[config.mk]
export PLATFORM = sky130hd
export DESIGN_NAME = fp_result_display_sequencer
export DESIGN_NICKNAME = d
export VERILOG_FILES = /design/src/rtl/fp_result_display_sequencer.sv
export SDC_FILE = /design/constraint.sdc
export NUM_CORES = 1
export LEC_CHECK = 0
export CAP_MARGIN = 30
export CORE_MARGIN = 8
export CORE_UTILIZATION = 45
export CTS_CLUSTER_DIAMETER = 80
export DETAILED_ROUTE_END_ITERATION = 8
export PLACE_DENSITY_LB_ADDON = 0.08
export SETUP_SLACK_MARGIN = 0.4
export SYNTH_ARGS = -nofsm -noshare
export SYNTH_HDL_FRONTEND = slang
export SYNTH_SLANG_ARGS = --single-unit
[constraint.sdc]
create_clock -name clk -period 4.56 [get_ports clk]
set_clock_uncertainty 0.15 [all_clocks]
set_input_delay 0.912 -clock clk [delete_from_list [all_inputs] [get_ports clk]]
set_output_delay 0.912 -clock clk [all_outputs]
set_load 0.01 [all_outputs]
[src/rtl/fp_result_display_sequencer.sv]
// Shows a captured 32-bit FP adder result on a 2-digit hex display, one byte at a time,
// MSB-first. Bytes advance on a dwell timer (auto_mode) or on a debounced push-button.
//
// Ports:
//   clk           system clock, rising edge
//   reset         synchronous, active-high reset
//   result        FP adder result word
//   result_valid  result holds a new word
//   result_ready  combinational, high when a word can be accepted
//   clear         synchronous return to IDLE (word register kept)
//   auto_mode     1 = timed advance, 0 = button advance only
//   next_btn      raw push-button, synchronous to clk
//   data_out      byte driven to the display
//   byte_sel      index of the byte shown (3 = result[31:24] .. 0 = result[7:0])
//   showing       high while in SHOW
module fp_result_display_sequencer #(
  parameter int unsigned DWELL_CYCLES    = 50000000,
  parameter int unsigned DEBOUNCE_CYCLES = 500000
) (
  input  logic        clk,
  input  logic        reset,
  input  logic [31:0] result,
  input  logic        result_valid,
  output logic        result_ready,
  input  logic        clear,
  input  logic        auto_mode,
  input  logic        next_btn,
  output logic [7:0]  data_out,
  output logic [1:0]  byte_sel,
  output logic        showing
);

  localparam int unsigned DwellW = (DWELL_CYCLES > 1) ? $clog2(DWELL_CYCLES) : 1;
  localparam int unsigned DbW    = (DEBOUNCE_CYCLES > 1) ? $clog2(DEBOUNCE_CYCLES) : 1;
  localparam logic [DwellW-1:0] DwellLast = DwellW'(DWELL_CYCLES - 1);
  localparam logic [DbW-1:0]    DbLast    = DbW'(DEBOUNCE_CYCLES - 1);

  typedef enum logic {StIdle, StShow} state_e;

  state_e            state_q, state_d;
  logic [31:0]       word_q, word_d;
  logic [1:0]        byte_sel_q, byte_sel_d;
  logic [7:0]        data_out_q, data_out_d;
  logic [DwellW-1:0] dwell_q, dwell_d;
  logic [DbW-1:0]    db_cnt_q, db_cnt_d;
  logic              db_level_q, db_level_d;
  logic              pulse_q, pulse_d;
  // Set once the button has been seen released; a button held through reset must be
  // released before it can produce a press.
  logic              armed_q, armed_d;

  logic transfer;
  logic dwell_tc;
  logic advance;

  assign result_ready = ((state_q == StIdle) || (state_q == StShow)) && !clear;
  assign transfer     = result_valid && result_ready;

  always_comb begin
    state_d    = state_q;
    word_d     = word_q;
    byte_sel_d = byte_sel_q;
    dwell_d    = dwell_q;
    db_cnt_d   = db_cnt_q;
    db_level_d = db_level_q;
    armed_d    = armed_q | ~next_btn;
    dwell_tc   = 1'b0;
    advance    = 1'b0;

    // Debounce: level rises after DEBOUNCE_CYCLES consecutive high samples.
    if (!next_btn) begin
      db_cnt_d   = '0;
      db_level_d = 1'b0;
    end else if (armed_q && !db_level_q) begin
      if (db_cnt_q == DbLast) begin
        db_level_d = 1'b1;
      end else begin
        db_cnt_d = db_cnt_q + 1'b1;
      end
    end
    pulse_d = db_level_d & ~db_level_q;

    // Priority: clear > transfer > advance.
    if (clear) begin
      state_d    = StIdle;
      byte_sel_d = 2'd3;
      dwell_d    = '0;
    end else if (transfer) begin
      state_d    = StShow;
      word_d     = result;
      byte_sel_d = 2'd3;
      dwell_d    = '0;
    end else if (state_q == StShow) begin
      dwell_tc = auto_mode && (dwell_q == DwellLast);
      advance  = pulse_q || dwell_tc;
      if (!auto_mode || advance) begin
        dwell_d = '0;
      end else begin
        dwell_d = dwell_q + 1'b1;
      end
      if (advance) begin
        byte_sel_d = byte_sel_q - 2'd1;  // 0 wraps to 3
      end
    end else begin
      dwell_d = '0;
    end

    if (state_d == StShow) begin
      data_out_d = word_d[{byte_sel_d, 3'b000} +: 8];
    end else begin
      data_out_d = 8'h00;
    end
  end

  always_ff @(posedge clk) begin
    if (reset) begin
      state_q    <= StIdle;
      word_q     <= '0;
      byte_sel_q <= 2'd3;
      data_out_q <= 8'h00;
      dwell_q    <= '0;
      db_cnt_q   <= '0;
      db_level_q <= 1'b0;
      pulse_q    <= 1'b0;
      armed_q    <= 1'b0;
    end else begin
      state_q    <= state_d;
      word_q     <= word_d;
      byte_sel_q <= byte_sel_d;
      data_out_q <= data_out_d;
      dwell_q    <= dwell_d;
      db_cnt_q   <= db_cnt_d;
      db_level_q <= db_level_d;
      pulse_q    <= pulse_d;
      armed_q    <= armed_d;
    end
  end

  assign data_out = data_out_q;
  assign byte_sel = byte_sel_q;
  assign showing  = (state_q == StShow);

endmodule

# Word level (Yosys, flattened, before mapping)
# Cells that the tools add are included.
[word_totals] ff_bits=91 out_inout_bits=12 in_bits=38 word_cells=45
[classes] n_addsub=3 mux=11 n_bitwise=7 n_reduce_logical=12 n_eq_ne=2 n_shift=1
[ops] operator="32-bit two-way mux" count=2
[ops] operator="32-bit by 6-bit indexed part select with 8-bit output" count=1
[ops] operator="26-bit by 1-bit adder with 26-bit output, second input constant" count=1
[ops] operator="26-bit equality test, second input constant" count=1
[ops] operator="19-bit by 1-bit adder with 19-bit output, second input constant" count=1
[ops] operator="19-bit equality test, second input constant" count=1
[ops] operator="2-bit two-way mux" count=4
[ops] operator="1-bit two-way mux" count=5
[ops] operator="1-bit NOT" count=5
[ops] operator="5-bit OR reduction" count=1
[ops] operator="2-bit OR reduction" count=2
[ops] operator="1-bit logical AND" count=3
[ops] operator="1-bit logical NOT" count=3
[ops] operator="1-bit logical OR" count=2
[ops] operator="2-bit AND reduction" count=1
[ops] operator="2-bit by 1-bit subtractor with 2-bit output, second input constant" count=1
[ops] operator="1-bit AND" count=1
[ops] operator="1-bit OR" count=1

# Logic depth before layout (Yosys ltp)
[logic_depth] depth_word=8 ltp_mapped=8

# Worst setup path after synthesis
# Ideal clock, no wire load.
[synth_path] path_kind="input -> register" from="in auto_mode" to="reg data_out_q[6] (netlist: data_out[6])" setup_ns=0.068 required_time_ns=4.342 arrival_ns=2.316 setup_slack_ns=2.026 cell_stages=7 path_cell_list="and3b_1 > and4_1 > a32oi_2 > mux2i_2 > buf_6 > o211a_1 > o2bb2ai_2"
[synth_via] elab_chain_len=7
[synth_rtl] item="from (decl)" line_no="26" source="input logic auto_mode,"
[synth_rtl] item="1-bit logical AND" line_no="94" source="dwell_tc = auto_mode && (dwell_q == DwellLast);"
[synth_rtl] item="1-bit logical OR" line_no="95" source="advance = pulse_q || dwell_tc;"
[synth_rtl] item="2-bit two-way mux" line_no="101" source="if (advance) begin"
[synth_rtl] item="2-bit two-way mux" line_no="93" source="end else if (state_q == StShow) begin"
[synth_rtl] item="2-bit two-way mux" line_no="88" source="end else if (transfer) begin"
[synth_rtl] item="2-bit two-way mux" line_no="84" source="if (clear) begin"
[synth_rtl] item="32-bit by 6-bit indexed part select with 8-bit output" line_no="109" source="data_out_d = word_d[{byte_sel_d, 3'b000} +: 8];"
[synth_rtl] item="to (signal assigned)" line_no="130" source="data_out_q <= data_out_d;"
[synth_rtl] item="to (decl)" line_no="43" source="logic [7:0] data_out_q, data_out_d;"
# No other way between the ends.
# A chain may end at the register's enable or synchronous reset.

# Final worst setup path
[layout_path] from="in clear" to="out result_ready"
[layout_via] elab_chain_len=1
[layout_rtl] item="from (decl)" line_no="25" source="input logic clear,"
[layout_rtl] item="1-bit logical NOT" line_no="56" source="assign result_ready = ((state_q == StIdle) || (state_q == StShow)) && !clear;"
[layout_rtl] item="to (decl)" line_no="24" source="output logic result_ready,"
# No other way between the ends.

==> results.yml <==
sta:
  min_period_over_period_pct: 68.9
  rsz0062_at_grt: "no"
  finalSetupViolCount: 0
  fin_ws_ns: 1.42
  post-route-min-period_ns: 3.14
  worst_slew_pin_slew_ns: 0.923
  whs_ns: 0.302
  setup-tns-final_ns: 0
  slew_headroom_pct: 38.3
  hold_violations: 0
  max_freq_mhz: 318
  drv_slew: 0
power:
  p_per_area_nw_per_um2: 303
  power_leakage_uw: 0.00176
  power_uw: 1460
  max-vdd-ir-drop_uv: 130
place:
  dp_slack_ns: 1.20
  dp_cells: 621
  numPortBuffers: 49
  dp_hpwl_um: 6270
  gp_congestion: 0.742
synth:
  synth.ff_latch_count: 91
  syn_area_um2: 4070
  yosysMostFrequentCell: "dfxtp_1"
  synth_warnings: 0
  yosysSeqAreaShare_pct: 44.8
  synth_flop_cell: "dfxtp_1"
  synth_largest_area_cell: "dfxtp_1"
  synth_edf_count: 0
  synthCells: 484
  syn_nets: 524
  synth_area_per_cell_um2: 8.40
  async_reset_ff_share_pct: 0
  synth.distinct_cells: 50
  netlist.area_leader.share_pct: 44.8
  synthTopCellsByCount: "91 x dfxtp_1, 78 x nand2_1, 76 x nor2_1"
  ys_top_cells_by_area: "dfxtp_1 45%, nand2_1 7.2%, nor2_1 7.0%"
worst_setup_path:
  cp_max_fo: 5
  r2r_start: "dwell_q[0]"
  path_cells: "clkdlybuf4s50_1, inv_1, clkdlybuf4s50_1"
  crit_type: "primary input to output pin"
  rr_endpoint: "data_out[3]"
  required_ns: 3.50
  critPathArrivalTime_ns: 2.08
  cpMaxStageDelayCell: "clkdlybuf4s50_1"
  rrSetupSlack_ns: 1.94
  end_kind: "output pin"
  ff2ff_path_depth: 7
  path_common_cell: "clkdlybuf4s50_1"
  start_kind: "primary input"
  cpPeakStageDelay_ns: 0.54
floorplan:
  dieWidth_um: 111
  die_h_um: 111
  rows: 34
  io_pins: 50
  initial_core_util_pct: 46.4
  die_area_um2: 12300
  core-area_um2: 8760
route:
  viasPerCell: 5.24
  wl_per_cell_um: 14.2
  drt_iter0_markers: 124
  vias: 3335
  wl_um: 9040
  drcViolationCount: 0
  met3_wirelength_um: 344
  first_pass_iters: 4
  ant_nets: 0
  dr.max_layer_used: "met4"
  met1_length_um: 4610
  wl_met2_um: 3990
clock_network:
  worstSkewPairLatency_ns: 0.35
  clockBufferDepth: 2
  cts.clk_slew.worst_paths_ns: 0.08
  cts_tree: "done"
  cts_resized: 0
  cts-root-buf: "clkbuf_8"
  cts_max_level: 3
  hold_buffers: 0
  clock_sinks: 91
  cts_buffers: 9
  post-cts-setup-buffers: 0
grt:
  grt_max_degree: 45
  antenna_found_initial: 0
  grt_usage_pct: 14.7
  grt_pass1_vias: 3224
  grt_pass1_wl_um: 15300
  grt-ovfl-total: 0
final_layout:
  syn2layout_area_growth_pct: 18.4
  drive_gt1_share_pct: 7.37
  nets: 564
  instances_no_fill: 637
  num_antenna_cells: 0
  n_fill_cell: 845
min_path:
  hold_end: "pulse_q"
  min_path_cells: 1
  hold_class: "register to register"
  hp-start: "db_level_q"
run:
  maxCapViolations: 0
outcome:
  outcome: "finished, final reports clean"
-- area by class of cell --
cell class,count,area (µm²),share of cell area (%)
timing repair buffer,54,548,11.4
multi-input combinational,358,2080,43.2
sequential,91,1820,37.8
tap,108,135,2.81
inverter,10,37.5,0.780
clock buffer,13,169,3.51
clock inverter,3,21.3,0.442
-- worst max path at each step --
stage | startpoint | cells after the start | slack [ns] | end
after detailed placement | auto_mode | 7 | 1.20 | data_out[3]
final | clear | 3 | 1.42 | result_ready
after global placement | auto_mode | 7 | 1.28 | data_out[2]
after floorplan | auto_mode | 7 | 2.03 | data_out[6]
after CTS | clear | 3 | 1.41 | result_ready
after global routing | clear | 3 | 1.33 | result_ready
-- critical path, delay by kind of cell --
| kind | cells | cell delay, ns |
|---|---|---|
| buffers and inverters | 3 | 1.17 |
-- cell families after synthesis --
logic type,count (synthesis),synth area share [%]
buffers and inverters,35,4.15
multiplexers,10,2.55
flip-flops,91,44.8
XOR/XNOR,36,7.76
adder cells (fa/ha/maj),2,0.615
AND/OR/NAND/NOR,234,27.4
AO/OA/AOI/OAI,76,12.7
-- report_power, final --
| part | internal, µW | switching [µW] |
|---|---|---|
| logic | 58.1 | 56.6 |
| registers | 811 | 10.5 |
| clock network | 244 | 279 |
| total | 1110 | 346 |
-- routing by layer --
layer  GRT usage [%]  vias up
li1                -     1732
met1            19.7     1540
met2            22.5       54
met3            3.03        9
met4            6.13        0
met5               0        -
-- flip-flops by register name, summed over array words and instances, names as in the netlist --
name        flops
dwell_q        26
db_level_q      1
word_q         32
db_cnt_q       19
byte_sel        2
showing         1
armed_q         1
data_out        8
pulse_q         1
-- cells in the final DEF (no fill, tap or decap), types with 9 or more instances in the layout --
cell type	count
nor2_1	76
xnor2_1	18
clkbuf_8	12
dfxtp_1	91
mux2i_1	9
nand3_1	15
nand2_1	78
nor3_1	14
xor2_1	18
inv_1	9
a21oi_1	39
clkdlybuf4s50_1	49
-- per-stage QoR --
stage | cell area (µm²) | utilization [%]
after detailed placement | 4620 | 52.8
after floorplan | 4070 | -
final | 4810 | 54.9
after global routing | 4810 | 54.9
after global placement | 4600 | 52.5
after CTS | 4810 | 54.9
Power figures use the tool's default switching activity.
